### src/rtl/uart_tx_fifo.sv
// Byte FIFO and send sequencer feeding the UART transmitter handshake.
// Holds each popped byte on tx_in_o for a whole frame and re-arms on each tx_done rising edge.
module uart_tx_fifo #(
  parameter int DEPTH = 16,
  localparam int AW = $clog2(DEPTH)
) (
  input  logic          clk_i,
  input  logic          rst_i,
  input  logic          wr_en_i,
  input  logic [7:0]    wr_data_i,
  input  logic          clr_overflow_i,
  output logic          full_o,
  output logic          empty_o,
  output logic [AW:0]   level_o,
  output logic          overflow_o,
  output logic          busy_o,
  output logic          send_o,
  output logic [7:0]    tx_in_o,
  input  logic          tx_done_i
);

  localparam logic [AW-1:0] PTR_ONE   = AW'(1);
  localparam logic [AW:0]   LVL_ONE   = (AW+1)'(1);
  localparam logic [AW:0]   LVL_DEPTH = (AW+1)'(DEPTH);

  typedef enum logic {
    ST_IDLE = 1'b0,
    ST_SEND = 1'b1
  } state_t;

  state_t          state_q, state_d;
  logic [7:0]      mem_q [DEPTH];
  logic [AW-1:0]   wr_ptr_q, wr_ptr_d;
  logic [AW-1:0]   rd_ptr_q, rd_ptr_d;
  logic [AW:0]     level_q, level_d;
  logic            overflow_q, overflow_d;
  logic [7:0]      tx_in_q, tx_in_d;
  logic            tx_done_q;
  logic            full, empty, push, pop, done_rise;

  assign full      = (level_q == LVL_DEPTH);
  assign empty     = (level_q == '0);
  assign push      = wr_en_i & ~full;
  assign done_rise = tx_done_i & ~tx_done_q;

  always_comb begin
    state_d = state_q;
    tx_in_d = tx_in_q;
    pop     = 1'b0;
    case (state_q)
      ST_IDLE: begin
        if (!empty) begin
          pop     = 1'b1;
          tx_in_d = mem_q[rd_ptr_q];
          state_d = ST_SEND;
        end
      end
      ST_SEND: begin
        if (done_rise) begin
          state_d = ST_IDLE;
        end
      end
      default: state_d = ST_IDLE;
    endcase
  end

  always_comb begin
    wr_ptr_d = push ? wr_ptr_q + PTR_ONE : wr_ptr_q;
    rd_ptr_d = pop  ? rd_ptr_q + PTR_ONE : rd_ptr_q;
    level_d  = level_q;
    if (push && !pop) begin
      level_d = level_q + LVL_ONE;
    end else if (pop && !push) begin
      level_d = level_q - LVL_ONE;
    end
    // A write attempt while full takes priority over a same-cycle clear.
    if (wr_en_i && full) begin
      overflow_d = 1'b1;
    end else if (clr_overflow_i) begin
      overflow_d = 1'b0;
    end else begin
      overflow_d = overflow_q;
    end
  end

  always_ff @(posedge clk_i) begin
    if (rst_i) begin
      state_q    <= ST_IDLE;
      wr_ptr_q   <= '0;
      rd_ptr_q   <= '0;
      level_q    <= '0;
      overflow_q <= 1'b0;
      tx_in_q    <= 8'h00;
      tx_done_q  <= 1'b0;
    end else begin
      state_q    <= state_d;
      wr_ptr_q   <= wr_ptr_d;
      rd_ptr_q   <= rd_ptr_d;
      level_q    <= level_d;
      overflow_q <= overflow_d;
      tx_in_q    <= tx_in_d;
      tx_done_q  <= tx_done_i;
    end
  end

  always_ff @(posedge clk_i) begin
    if (push) begin
      mem_q[wr_ptr_q] <= wr_data_i;
    end
  end

  assign full_o     = full;
  assign empty_o    = empty;
  assign level_o    = level_q;
  assign overflow_o = overflow_q;
  assign busy_o     = (state_q == ST_SEND);
  assign send_o     = (state_q == ST_SEND);
  assign tx_in_o    = tx_in_q;

endmodule

### config.mk
export PLATFORM = sky130hd
export DESIGN_NAME = uart_tx_fifo
export DESIGN_NICKNAME = d
export VERILOG_FILES = /design/src/rtl/uart_tx_fifo.sv
export SDC_FILE = /design/constraint.sdc
export NUM_CORES = 1
export LEC_CHECK = 0
export ABC_AREA = 1
export CORE_MARGIN = 3
export CORE_UTILIZATION = 30
export CTS_CLUSTER_SIZE = 40
export DETAILED_ROUTE_END_ITERATION = 10
export HOLD_SLACK_MARGIN = 0.12
export PLACE_DENSITY = 0.56
export SETUP_SLACK_MARGIN = 0.02
export SLEW_MARGIN = 30
export SYNTH_ARGS = -nofsm -noshare
export SYNTH_HDL_FRONTEND = slang
export SYNTH_SLANG_ARGS = --single-unit
### constraint.sdc
create_clock -name clk_i -period 2.1 [get_ports clk_i]
set_clock_uncertainty 0.1 [all_clocks]
set_input_delay 0.525 -clock clk_i [delete_from_list [all_inputs] [get_ports clk_i]]
set_output_delay 0.525 -clock clk_i [all_outputs]
set_load 0.005 [all_outputs]
==> results.toml <==
[clocking]
clkSlewWorstSetupHoldPaths_ns = 0.06
cts_max_path_buffers = 2
cts_made_buffers = 17
cts_tree = "done"
htreeDepth = 4
root_buffer = "clkbuf_16"
cts_hold_buf = 0
clock_latency_ns = 0.42
clkSinkCount = 152

[setup_path]
path_max_fanout = 3
end_kind = "register"
required_ns = 2.31
critPathLaunchType = "primary input"
critPathArrivalTime_ns = 2.25
critPathKind = "in -> reg"

[run_status]
status = "finished, final reports clean"

[logic_synthesis]
syn_area_per_cell_um2 = 9.80
synth.area.top_cells = "edfxtp_1 58%, nand2_1 13%, dfxtp_1 7.2%, nand3_1 6.9%, inv_1 5.1%"
ys_ff_latch = 152
ys_seq_area_frac = 0.652
yosys.area.top_type = "edfxtp_1"
synth_fp_nets = 700
synth_area_mm2 = 0.00663
yosys_warnings = 0
syn-instance-count = 677
yosysTopAreaCellShare = 0.580
ys_types = 24

[detailed_routing]
drt_iter0_markers = 303
first_pass_iters = 4
drt-total-wl_um = 15400
wl_per_cell_um = 14.8
num_vias = 4559
drcViolationCount = 0
routed_via_density = 4.40
drtAntennaViolNets = 0

[power_and_ir_drop]
clkPwrFrac = 0.307
p_leak_nw = 3.49
pwr-share-comb = 0.337
vdd_ir_drop_max_mv = 0.492
p_switching_mw = 3.38
p_seq_frac = 0.355
p_int_mw = 6.80
power_density_mw_per_mm2 = 1230
swShare = 0.332

[global_routing]
globalRouteOverflowTotal = 0
grt_start_max_net_pins = 39
track_usage = 0.134
antenna_found_initial = 0
grt_pass1_wl_um = 24300
first_global_vias = 4470

[cells_and_area]
utilization = 0.387
layout-drive-gt1-share = 0.139
multi_input_area_mm2 = 0.00188
regArea_mm2 = 0.00433
instances_no_fill = 1037
nFillCells = 2089
area_growth_pct = 24.7
postLayoutCellArea_mm2 = 0.00827
antenna_cells = 0
final_net_count = 772

[timing]
fmax_mhz = 490
relSlewSlack = 0.709
setup_viol = 0
rsz0062_at_grt = "true"
worst_pin_slew_ns = 0.437
final_max_slew_viol_count = 0
hold_violations = 0
post-route-min-period_ns = 2.04
fin_tns_setup_ns = 0
period_share = 0.971

[die]
core_area_mm2 = 0.0214
die_h_um = 155
io_pins = 31
die_area_mm2 = 0.0239
die_x_um = 155
rows = 53
initial_utilization = 0.311

[place]
dp.cells = 1002
postPlaceCellArea_mm2 = 0.00754
port_buffers = 30
finalWeightedCongestion = 0.779
dp_hpwl_um = 9880

[job]
drv_cap = 0

[worst_hold_path]
hold_path.class = "reg -> reg"
[worst max-delay path: stages]
cell,delay [ns]
clkdlybuf4s50_1,0.52
nand2_4,0.06
inv_2,0.07
ha_4,0.15
inv_6,0.04
fa_2,0.36
a21oi_2,0.17
nor2_2,0.05
o21bai_1,0.13
nand2_1,0.07
nand2_1,0.05
a21oi_1,0.05
[state kept, by name, summed over array words and instances (netlist names)]
name and count:
tx_done_q 1, busy_o 1, overflow_o 1, level_o 5, rd_ptr_q 4, tx_in_o 8, wr_ptr_q 4, mem_q 128
[Yosys cell counts]
master / number
fa_1: 1
inv_1: 91
xnor2_1: 1
a21oi_1: 11
nor2_1: 42
inv_2: 3
nand3_1: 92
o21bai_1: 1
clkinv_1: 2
nand2_1: 225
xor2_1: 5
buf_4: 9
a211oi_1: 3
ha_1: 9
o21ai_0: 4
nand2_2: 1
nor3_1: 1
clkbuf_1: 4
nor3b_1: 1
dfxtp_1: 24
edfxtp_1: 128
buf_2: 14
buf_1: 3
nand4_1: 2
[per-layer routing]
metal	up-vias	wire [µm]	track usage
li1	2328	-	-
met1	2117	6820	0.175
met2	94	7350	0.216
met3	20	833	0.0322
met4	0	359	0.0517
met5	-	0	0
[placed cells by master, fill, tap and decap left out, drive strengths merged]
master,synthesis,final
o21ai,4,4
dfxtp,24,24
nand3,92,92
ha,9,9
nand4,2,2
xnor2,1,1
clkdlybuf4s50,0,27
a21oi,11,11
bufinv,0,4
nor3,1,1
clkbuf,4,20
nor2,42,42
dlymetal6s2s,0,1
fa,1,1
dlygate4sd2,0,1
nand2,226,226
edfxtp,128,128
nor3b,1,1
a211oi,3,3
xor2,5,5
clkinvlp,0,3
buf,26,53
clkinv,2,7
o21bai,1,1
inv,94,95
[cell type report]
class                      count  share of cell area
sequential                   152               0.524
clock inverter                13              0.0215
inverter                      96              0.0442
tap                          275              0.0416
clock buffer                  19              0.0523
multi-input combinational    399               0.227
timing repair buffer          83              0.0894
[path summary, 6_finish.rpt]
kind | startpoint | to | slack [ns] | depth (start not counted)
hold reg to reg | overflow_o$_SDFFE_PP0P_ | overflow_o$_SDFFE_PP0P_ | 0.36 | 2
setup reg to reg | level_o[1]$_SDFFE_PP0P_ | level_o[4]$_SDFFE_PP0P_ | 0.07 | 14
hold / removal | overflow_o$_SDFFE_PP0P_ | overflow_o$_SDFFE_PP0P_ | 0.36 | 2
setup / recovery | wr_en_i | level_o[4]$_SDFFE_PP0P_ | 0.06 | 12
[what timing repair did]
action / 4_1_cts / 5_1_grt
gates resized for setup: 7 / 23
setup endpoints to repair: 5 / 6
hold endpoints to repair: 0 / 0
pin swaps: 3 / 11
setup buffers: 2 / 2
[metrics by stage]
| step | hold slack [ns] | setup slack (ns) | power, mW |
|---|---|---|---|
| 3_5_place_dp | 0.361 | -0.378 | 6.91 |
| 2_1_floorplan | 0.360 | 0.0447 | 5.63 |
| 3_3_place_gp | 0.355 | -0.389 | 6.89 |
| 6_report | 0.364 | 0.0601 | 10.2 |
| 4_1_cts | 0.371 | 0.00534 | 10.1 |
| 5_1_grt | 0.408 | -0.0596 | 10.8 |
[power by group through the flow]
| stage | clock network, mW | registers (mW) | logic (mW) |
|---|---|---|---|
| after floorplan | 0 | 3.63 | 2.00 |
| after global placement | 0 | 3.66 | 3.23 |
| after detailed placement | 0 | 3.66 | 3.25 |
| after CTS | 3.19 | 3.61 | 3.32 |
| after global routing | 3.33 | 3.64 | 3.86 |
| final | 3.13 | 3.62 | 3.43 |
[cell families after synthesis]
kind of cell | Yosys count | synth area share
AOI/OAI and AO/OA | 19 | 0.0158
xor gates and xnor gates | 6 | 0.00792
adders and majority gates | 10 | 0.0200
buffers and inverters | 126 | 0.0790
DFF | 152 | 0.652
and+or+nand+nor | 364 | 0.225
Power figures use the tool's default switching activity.
